**config.mk**
```make
export PLATFORM = sky130hd
export DESIGN_NAME = branch_cmp_predict
export DESIGN_NICKNAME = d
export VERILOG_FILES = /design/src/rtl/branch_cmp_predict.sv
export SDC_FILE = /design/constraint.sdc
export NUM_CORES = 1
export LEC_CHECK = 0
export CAP_MARGIN = 20
export CORE_MARGIN = 5
export CORE_UTILIZATION = 58
export CTS_BUF_LIST = sky130_fd_sc_hd__clkbuf_4 sky130_fd_sc_hd__clkbuf_8
export DETAILED_ROUTE_END_ITERATION = 16
export GPL_ROUTABILITY_DRIVEN = 1
export PLACE_DENSITY = 0.92
export SYNTH_ARGS = -nofsm -noshare
export SYNTH_HDL_FRONTEND = slang
export SYNTH_SLANG_ARGS = --single-unit
```
**constraint.sdc**
```tcl
create_clock -name clk -period 12.9 [get_ports clk]
set_clock_uncertainty 0.1 [all_clocks]
set_input_delay 2.58 -clock clk [delete_from_list [all_inputs] [get_ports clk]]
set_output_delay 2.58 -clock clk [all_outputs]
set_load 0.02 [all_outputs]
```
**src/rtl/branch_cmp_predict.sv**
```systemverilog
// Branch resolution unit: RV32I compare, registered outcome/mispredict flags,
// PC-indexed 2-bit saturating predictor table and saturating perf counters.
module branch_cmp_predict #(
  parameter int WIDTH     = 32,
  parameter int BHT_DEPTH = 64,
  parameter int CNT_W     = 32
) (
  input  logic             clk,
  input  logic             rst,
  input  logic [31:0]      pred_pc,
  output logic             pred_taken,
  input  logic             res_valid,
  input  logic [31:0]      res_pc,
  input  logic [6:0]       res_opcode,
  input  logic [2:0]       res_funct3,
  input  logic [WIDTH-1:0] res_a,
  input  logic [WIDTH-1:0] res_b,
  input  logic             res_pred_taken,
  input  logic             flush,
  output logic             out_valid,
  output logic             br_en,
  output logic             mispredict,
  output logic             illegal,
  output logic [CNT_W-1:0] br_count,
  output logic [CNT_W-1:0] mp_count
);

  localparam int IDX_W = $clog2(BHT_DEPTH);
  localparam logic [6:0] OP_BRANCH = 7'b1100011;

  typedef enum logic [2:0] {
    F3_BEQ  = 3'b000,
    F3_BNE  = 3'b001,
    F3_BLT  = 3'b100,
    F3_BGE  = 3'b101,
    F3_BLTU = 3'b110,
    F3_BGEU = 3'b111
  } funct3_e;

  logic [1:0]       bht [BHT_DEPTH];
  logic [IDX_W-1:0] pred_idx;
  logic [IDX_W-1:0] res_idx;
  logic             cmp_taken;
  logic             is_branch;
  logic             f3_legal;
  logic             accept;
  logic             br_upd;
  logic             br_mp;
  logic             unused_pc_bits;

  assign pred_idx = pred_pc[IDX_W+1:2];
  assign res_idx  = res_pc[IDX_W+1:2];
  assign unused_pc_bits = ^{pred_pc[31:IDX_W+2], pred_pc[1:0],
                            res_pc[31:IDX_W+2], res_pc[1:0]};

  // NOTE: every signal assigned in always_comb gets a default first, so no path can infer a latch.
  always_comb begin
    cmp_taken = 1'b0;
    f3_legal  = 1'b1;
    case (funct3_e'(res_funct3))
      F3_BEQ:  cmp_taken = (res_a == res_b);
      F3_BNE:  cmp_taken = (res_a != res_b);
      F3_BLT:  cmp_taken = ($signed(res_a) <  $signed(res_b));
      F3_BGE:  cmp_taken = ($signed(res_a) >= $signed(res_b));
      F3_BLTU: cmp_taken = (res_a <  res_b);
      F3_BGEU: cmp_taken = (res_a >= res_b);
      default: f3_legal  = 1'b0;
    endcase
  end

  assign is_branch = (res_opcode == OP_BRANCH);
  assign accept    = res_valid & ~flush;
  assign br_upd    = accept & is_branch & f3_legal;
  assign br_mp     = cmp_taken ^ res_pred_taken;

  // Asynchronous read gives the pre-update value on a same-index collision.
  assign pred_taken = bht[pred_idx][1];

  // NOTE: the predictor table is reset entry-by-entry because power-up prediction must be
  // weakly not-taken; this forces flops rather than a RAM macro, acceptable at this depth.
  always_ff @(posedge clk or posedge rst) begin
    if (rst) begin
      for (int i = 0; i < BHT_DEPTH; i++) bht[i] <= 2'b01;
    end else if (br_upd) begin
      if (cmp_taken) begin
        if (bht[res_idx] != 2'b11) bht[res_idx] <= bht[res_idx] + 2'b01;
      end else begin
        if (bht[res_idx] != 2'b00) bht[res_idx] <= bht[res_idx] - 2'b01;
      end
    end
  end

  // NOTE: sequential state uses non-blocking assignments so every flop samples pre-edge values.
  always_ff @(posedge clk or posedge rst) begin
    if (rst) begin
      out_valid  <= 1'b0;
      br_en      <= 1'b0;
      mispredict <= 1'b0;
      illegal    <= 1'b0;
    end else begin
      out_valid  <= accept;
      br_en      <= br_upd & cmp_taken;
      mispredict <= br_upd & br_mp;
      illegal    <= accept & is_branch & ~f3_legal;
    end
  end

  // Performance counters stick at all-ones instead of wrapping.
  always_ff @(posedge clk or posedge rst) begin
    if (rst) begin
      br_count <= '0;
      mp_count <= '0;
    end else begin
      if (br_upd && (br_count != '1)) br_count <= br_count + 1'b1;
      if (br_upd && br_mp && (mp_count != '1)) mp_count <= mp_count + 1'b1;
    end
  end

endmodule

```
Yosys cells after proc, flatten, opt, wreduce, memory -nomap -nowiden
Cells that the tools add are included.
Storage, ports and cells
  register bits: 196
  input port bits: 143
  word-level logic and storage cells: 128
Cells by class
  $add $sub $neg: 4
  $lt $le $gt $ge: 7
  eq/ne operators: 12
  mux-type cells: 15
  bitwise gates (word level): 11
  reductions and logical operators: 9
Operator list (number)
  2-to-1 mux 128 bit: 3
  bitwise mux 128 bit: 2
  adder 32 x 1 -> 32 bit, second input constant: 2
  >= comparator 32 bit: 2
  < comparator 32 bit: 2
  inequality test 32 bit, second input constant: 2
  == test 32 bit: 1
  inequality test 32 bit: 1
  binary-select mux 2 bit (select 6 bit): 2
  >= comparator 7 bit, second input constant: 2
  inverter 6 -> 7 bit: 2
  demux 2 bit (select 6 bit): 1
  == test 3 bit, second input constant: 4
  2-to-1 mux 2 bit: 5
  == test 7 bit, second input constant: 1
  < comparator 7 x 1 -> 1 bit, second input constant: 1
  bitwise AND 1 bit: 6
  one-hot mux 1 bit (6 select lines): 1
  OR reduction 6 bit: 1
  logical AND 1 bit: 4
  nonzero test 2 bit: 2
  == test 3 x 1 -> 1 bit, second input constant: 1
  logical NOT 3 bit: 1
  AND reduction 3 bit: 1
  other kinds (7): 8

Logic depth before layout (Yosys ltp)
Gate-level depths: netlist (run 1).
  depth after elaboration: 8
  mapped depth: 18
  gate-level depth less buffers: 13

Least setup slack after synthesis (run 1)
Ideal clock, no wire load.
  path type: in2out
  from: input pred_pc[2]
  to: output pred_taken
  data arrival time: 5061 ps
  required time: 10220 ps
  setup slack: 5159 ps
  stages on the path: 5
  cell sequence: clkbuf_1 buf_1 mux4_2 mux4_2 mux4_2
On the way
  word-level cells in the longest chain between the ends: 4
Ends and longest elaborated chain
  start: declaration: line 10  | input logic [31:0] pred_pc,
  inverter 6 -> 7 bit (not written as such): line 77  | assign pred_taken = bht[pred_idx][1];
  binary-select mux 2 bit (select 6 bit): line 77
  2-to-1 mux 2 bit (not written as such) (2 in a row): line 77
  end: declaration: line 11  | output logic pred_taken,
Every way passes these cells. The select of a mux whose other input is x is not followed.

Worst setup path after layout (run 1)
Ends and elaborated chain as after synthesis.

==> results of run 1 <==
==> cells in the final DEF, fill, tap and decap left out, types with 6 or more instances in the layout <==
cell / count
sky130_fd_sc_hd__and4_1: 7
sky130_fd_sc_hd__nor4_1: 11
sky130_fd_sc_hd__clkdlybuf4s50_1: 159
sky130_fd_sc_hd__ha_1: 36
sky130_fd_sc_hd__nand3b_1: 6
sky130_fd_sc_hd__nand4_1: 24
sky130_fd_sc_hd__buf_4: 9
sky130_fd_sc_hd__dfstp_2: 64
sky130_fd_sc_hd__a22oi_1: 26
sky130_fd_sc_hd__a21oi_1: 207
sky130_fd_sc_hd__dfrtp_1: 132
sky130_fd_sc_hd__and3_1: 13
sky130_fd_sc_hd__clkbuf_8: 20
sky130_fd_sc_hd__o22ai_1: 35
sky130_fd_sc_hd__mux4_2: 21
sky130_fd_sc_hd__o21ai_0: 6
sky130_fd_sc_hd__xor2_1: 22
sky130_fd_sc_hd__a31oi_1: 64
sky130_fd_sc_hd__nand2_1: 46
sky130_fd_sc_hd__xnor2_1: 41
sky130_fd_sc_hd__nor3_1: 11
sky130_fd_sc_hd__inv_1: 46
sky130_fd_sc_hd__nor2_1: 97
sky130_fd_sc_hd__nand3_1: 37
==> logic make-up (layout without fill, tap and decap cells) <==
kind of cell | Yosys count | in the layout | share of synthesized area
xor gates and xnor gates | 63 | 63 | 0.05160
muxes | 27 | 27 | 0.05067
and+or+nand+nor | 295 | 295 | 0.1474
DFF | 196 | 196 | 0.4662
adders and majority gates | 36 | 36 | 0.04212
buffers and inverters | 109 | 250 | 0.04645
AOI/OAI and AO/OA | 361 | 361 | 0.1955
other | 0 | 1 | 0
==> area by class of cell <==
class	count	area, µm²	area share
Antenna cell	1	2.502	0.0001951
Clock buffer	21	282.8	0.02205
Clock inverter	11	126.4	0.009853
Inverter	47	183.9	0.01434
Multi-Input combinational cell	782	5238	0.4083
Sequential cell	196	4985	0.3886
Tap cell	229	286.5	0.02234
Timing Repair Buffer	171	1722	0.1342
==> critical path, delay by kind of cell <==
kind,cells,cell delay (ps)
mux,3,1490
buf+inv,3,1620
==> path summary, 6_finish.rpt <==
kind | end | slack (ps) | depth (start not counted)
setup / recovery | pred_taken | 4520 | 6
hold reg to reg | mp_count[19] | 400 | 1
min in group asynchronous | mp_count[20] | 2540 | 2
hold / removal | mp_count[19] | 400 | 1
max in group asynchronous | asynchronous set/reset pin | 8950 | 4
setup reg to reg | register | 8380 | 13
==> routing by layer <==
layer	vias to the layer above	global-route usage	wire (µm)
met5	-	0	0
met4	0	0.1401	1714
met3	163	0.1140	4495
met2	758	0.4578	14530
met1	4595	0.3587	11010
li1	4288	-	-
==> where the power goes <==
group	leakage, nW	internal, W	total, W	switching, W
registers	2.48	0.000616	0.000617	0.00000114
clock network	0.198	0.000190	0.000416	0.000226
logic	2.63	0.0000613	0.000191	0.000130
total	5.30	0.000868	0.00122	0.000356
==> through the flow <==
stage	hold slack (ps)	std cells
5_1_grt	409.4	1458
4_1_cts	398.1	1454
3_3_place_gp	374.1	1422
3_5_place_dp	381.9	1422
2_1_floorplan	397.5	1087
6_report	397.1	1458
==> summary.md, run 1 <==
| Metric | Value |
|---|---|
| Outcome | `completed` |
| Pin count of the biggest net entering global routing | `between 100 and 150` |
| Post-place setup slack | `approximately 4200 ps` |
| Post-synthesis cell type with the largest combined area | `sky130_fd_sc_hd__dfrtp_1` |
| Total negative slack for setup checks | `0 ps` |
| Count of cells resized by post-cts repair | `0` |
| TritonCTS clock tree | `yes` |
| Floorplan Core Area | `18090 µm²` |
| Vertical extent of the die | `about 150 µm` |
| Synth-to-Final Area Change | `19.95%` |
| Detailed-route wire length per cell | `roughly 22 µm` |
| Critical path startpoint | `pred_pc[2]` |
| Clock tree sinks | `between 150 and 200` |
| Worst Tran Pin Value | `~1000 ps` |
| Worst ir drop on vdd | `approximately 0.069 mV` |
| Cell with the most instances after synthesis | `sky130_fd_sc_hd__a21oi_1` |
| First-pass GRT wire length | `50430 µm` |
| Congestion Overflow GR | `0` |
| Number of input and output port buffers inserted | `about 160` |
| Total via count in the routed design | `approximately 9800` |
| Critical path's most frequent cell | `sky130_fd_sc_hd__mux4_2` |
| Maximum clock path buffer count | `2` |
| Number of iterations in the first detailed-routing pass | `7` |
| Share of cells above drive strength 1 | `0.1344` |
| Setup Fix Bufs, Post-CTS | `0` |
| Number of ports placed on the die boundary | `between 200 and 250` |
| Register bit total from synthesis | `between 150 and 200` |
| Classification of the worst setup path | `input pin to primary output` |
| Biggest fanout along the worst timing path | `10` |
| Share of async-settable or async-resettable flops after synthesis | `1.000` |
| Remaining antenna violation count after routing | `0` |
| H-Tree Depth | `4` |
| Final design instance area without fill | `roughly 13000 µm²` |
| Relative slew slack | `0.3234` |
| Mean Syn Cell Area | `9.837 µm²` |
| Layout Nets | `between 1000 and 1500` |
| RSZ-0062 raised after global routing | `false` |
| Sum of routed wire length over all layers | `roughly 32000 µm` |
| Placed Instance Area | `~12000 µm²` |
| Highest clock rate | `between 0.1 and 0.15 GHz` |
| Commonest cells in the netlist | `sky130_fd_sc_hd__a21oi_1 (207), sky130_fd_sc_hd__dfrtp_1 (132), sky130_fd_sc_hd__nor2_1 (97)` |
| Number of global-route vias before repair | `~9800` |
| Static Leak | `between 5 and 6 nW` |
| Clock root cell | `sky130_fd_sc_hd__clkbuf_8` |
| Count of flip-flops with a built-in enable after synthesis | `0` |
| Power density normalized to cell area | `~95 nW/µm²` |
| Crit path launch type | `input pin` |
| Synth unique cells | `68` |
| Final Wtd Congestion | `0.9427` |
| Post-synthesis cell area | `~11000 µm²` |
| Clock-pin slew on the worst setup and hold paths | `approximately 100 ps` |
| Overall routing resource usage | `0.2932` |
| Yosys top cell area share | `0.3089` |
| Area contributors post-synth | `sky130_fd_sc_hd__dfrtp_1 (31%), sky130_fd_sc_hd__dfstp_2 (16%), sky130_fd_sc_hd__a21oi_1 (9.7%)` |
| Slowest cell on the critical path | `sky130_fd_sc_hd__clkdlybuf4s50_1` |
| Number of placement rows | `49` |
| Layout fillers | `1251` |
| Initial core utilization | `0.5912` |
| Net count of the mapped netlist | `1266` |
| Antenna violations before repair | `1` |
| Setup crit end kind | `primary output` |
| Count of final setup violators | `0` |
| Clock period minus worst slack | `~8400 ps` |
| HPWL after DPL | `21410 µm` |
| Number of CTS-inserted buffers | `17` |
| Fin worst setup slack | `between 4000 and 5000 ps` |
| Count of unresolved DRC violations after routing | `0` |
| Pins over their slew limit | `0` |
| Hold Buf Count CTS | `0` |
| Via density | `between 6 and 7` |
| Number of max-cap violations | `0` |
| Post-synthesis cell count | `1087` |
| Worst hold start | `mp_count[19]` |
| Later-pin clock latency in the skew report | `around 480 ps` |
| Largest stage delay on the critical path | `about 830 ps` |
| Die X | `between 100 and 150 µm` |
| Final count of hold timing violations | `0` |
| Arrival time of data at the critical path endpoint | `approximately 5700 ps` |
| Kind of path behind the tightest hold check | `register to register` |
| Tot Pwr | `about 0.0012 W` |
| Flip-flop cell with the highest count after synthesis | `sky130_fd_sc_hd__dfrtp_1` |
| Warning count from the yosys run | `0` |
| Period utilization | `0.6497` |
| Share of synthesized area occupied by flip-flops and latches | `0.4662` |
| CP cell instances | `clkdlybuf4s50_1 -> buf_8 -> mux4_2 -> mux4_2 -> mux4_2 -> clkdlybuf4s50_1` |
| First-iteration detailed-routing DRC count | `about 1300` |
| Required @ worst endpoint | `a little over 10000 ps` |
| Final core utilization | `0.7092` |
| Die footprint | `around 21000 µm²` |
Note: power is estimated with default switching activity, not from simulation.
==> run 2, diff against run 1 <==
Settings changed: CORE_UTILIZATION 58 to 49, PLACE_DENSITY 0.92 to 0.83.
Clock period 12.9 ns to 6.72 ns, I/O delays scaled along.
==> run 2 against run 1 <==
Effect of this change: critical path depth unchanged; hold slack got worse by 2.4 ps; register-to-register slack got worse by 5500 ps; setup slack got worse by 3700 ps; die area increased by 17%; total power increased by 92%; sequential share of layout area decreased by 0.14 points; routed wire length decreased by 2.9%.
==> summary.md, run 2 (synthesis gave the netlist of run 1 again) <==
| Metric | Value |
|---|---|
| Count of unresolved DRC violations after routing | `0` |
| R2R Path Start | `bht[105]` |
| Proportion of power drawn by the clock network | `0.341` |
| Kind of path behind the tightest hold check | `register to register` |
| Hold Buf Count CTS | `0` |
| Relative slew slack | `0.2404` |
| Worst ir drop on vdd | `0.1341 mV` |
| Number of cells on the worst hold path | `1` |
| Static Leak | `around 5.3 nW` |
| Detailed-route wire length per cell | `20.44 µm` |
| Crit path launch type | `input pin` |
| Final Wtd Congestion | `~0.94` |
| Biggest fanout along the worst timing path | `12` |
| Total net switching power | `0.0006946 W` |
| Sum of routed wire length over all layers | `about 31000 µm` |
| Number of global-route vias before repair | `slightly above 9000` |
| Pin count of the biggest net entering global routing | `around 130` |
| Tot Pwr | `0.002347 W` |
| Setup Fix Bufs, Post-CTS | `0` |
| Share of cells above drive strength 1 | `0.1351` |
| Floorplan Core Area | `21690 µm²` |
| Final core utilization | `0.5936` |
| Reg2reg path depth | `12` |
| Maximum clock path buffer count | `2` |
| Count of final setup violators | `0` |
| Clock period minus worst slack | `around 6000 ps` |
| Final count of hold timing violations | `0` |
| Total via count in the routed design | `about 9500` |
| Flop2flop setup slack | `between 2000 and 3000 ps` |
| Congestion Overflow GR | `0` |
| Vertical extent of the die | `about 160 µm` |
| Required @ worst endpoint | `around 5300 ps` |
| Antenna violations before repair | `0` |
| Number of placement rows | `54` |
| Clock tree sinks | `around 200` |
| Total negative slack for setup checks | `0 ps` |
| Internal Dissipation | `0.001653 W` |
| H-Tree Depth | `4` |
| Layout Nets | `between 1000 and 1500` |
| Classification of the worst setup path | `input pin to primary output` |
| Initial core utilization | `0.4930` |
| Switching share of power | `0.2959` |
| Later-pin clock latency in the skew report | `480 ps` |
| Share of total power in sequential cells | `0.505` |
| Worst Tran Pin Value | `1137 ps` |
| Setup crit end kind | `primary output` |
| Number of max-cap violations | `0` |
| Leading cell type in the layout, fill and taps excluded | `sky130_fd_sc_hd__a21oi_1` |
| Area taken by multi-input logic gates | `around 5200 µm²` |
| HPWL after DPL | `~21000 µm` |
| TritonCTS clock tree | `yes` |
| Period utilization | `0.8756` |
| Clock-pin slew on the worst setup and hold paths | `110 ps` |
| R2R Path End | `bht[115]` |
| Die X | `approximately 160 µm` |
| Terminating pin of the worst hold path | `br_count[5]` |
| Number of CTS-inserted buffers | `17` |
| Number of iterations in the first detailed-routing pass | `6` |
| RSZ-0062 raised after global routing | `false` |
| Overall routing resource usage | `0.2490` |
| Clock root cell | `sky130_fd_sc_hd__clkbuf_8` |
| First-iteration detailed-routing DRC count | `about 1100` |
| Number of inserted diodes | `0` |
| Commonest cells after routing, fill and taps aside | `sky130_fd_sc_hd__a21oi_1 (207), sky130_fd_sc_hd__clkdlybuf4s50_1 (159), sky130_fd_sc_hd__dfrtp_1 (132)` |
| Via density | `between 6 and 7` |
| Comb pwr share | `0.154` |
| First-pass GRT wire length | `about 49000 µm` |
| Pins over their slew limit | `0` |
| Remaining antenna violation count after routing | `0` |
| Die footprint | `between 20000 and 25000 µm²` |
| Arrival time of data at the critical path endpoint | `around 4400 ps` |
| Reg area | `around 5000 µm²` |
| Layout fillers | `between 1500 and 2000` |
| Power density normalized to cell area | `182.3 nW/µm²` |
| Outcome | `completed` |
| Worst hold start | `br_count[5]` |
| Tightest hold margin | `about 390 ps` |
| Synth-to-Final Area Change | `20.40%` |
| Highest clock rate | `roughly 0.17 GHz` |
| Count of cells resized by post-cts repair | `0` |
| Number of input and output port buffers inserted | `159` |
| Number of ports placed on the die boundary | `approximately 210` |
==> run 2: cell types whose count changed in the layout (fill, tap and decap cells not counted) <==
cell	change
sky130_fd_sc_hd__clkinv_4	+2
sky130_fd_sc_hd__inv_8	+2
sky130_fd_sc_hd__buf_4	+3
sky130_fd_sc_hd__buf_8	-1
sky130_fd_sc_hd__diode_2	-1
sky130_fd_sc_hd__clkinvlp_4	-2
sky130_fd_sc_hd__buf_16	-1
sky130_fd_sc_hd__clkbuf_4	-1
sky130_fd_sc_hd__clkbuf_8	-2
sky130_fd_sc_hd__inv_6	+3
sky130_fd_sc_hd__clkinv_2	-2
==> run 2: cell type report <==
cell class / instances / share of cell area
clock buffer: 18 / 0.01924
clock inverter: 14 / 0.01302
inverter: 47 / 0.01429
multi-input combinational: 782 / 0.4068
sequential: 196 / 0.3872
tap: 280 / 0.02721
timing repair buffer: 172 / 0.1322
==> run 2: power by group through the flow <==
stage,sequential (W),clock (W),combinational [W]
3_3_place_gp,0.00121,0,0.000348
6_report,0.00119,0.000800,0.000362
3_5_place_dp,0.00121,0,0.000354
5_1_grt,0.00119,0.000862,0.000391
4_1_cts,0.00119,0.000813,0.000355
2_1_floorplan,0.00121,0,0.000238
==> run 2: how the worst max path moves through the flow <==
stage	start	endpoint	slack, ps
after detailed placement	pred_pc[2]	pred_taken	820
after global placement	pred_pc[2]	pred_taken	850
after floorplan	rst	bht[101]	40
final	pred_pc[2]	pred_taken	840
after global routing	pred_pc[2]	pred_taken	740
after CTS	pred_pc[2]	pred_taken	810
==> run 2: per-stage QoR <==
step	cell area, µm²	setup slack (ps)	instances
after floorplan	10690	41.32	1087
after global placement	12460	852.6	1477
after detailed placement	12460	821.6	1477
after CTS	12870	811.8	1509
after global routing	12870	739.2	1509
final	12870	836.1	1509
==> run 2: critical path: stages <==
cell and delay, ps:
sky130_fd_sc_hd__clkdlybuf4s50_1 650, sky130_fd_sc_hd__buf_4 330, sky130_fd_sc_hd__mux4_2 560, sky130_fd_sc_hd__mux4_2 510, sky130_fd_sc_hd__mux4_2 480, sky130_fd_sc_hd__clkdlybuf4s50_1 560
==> run 2: metal layers <==
layer,GRT usage,wire (µm),vias up
li1,-,-,4287
met5,0,0,-
met2,0.3972,14410,598
met1,0.3113,11590,4509
met3,0.07627,3479,112
met4,0.1155,1358,0
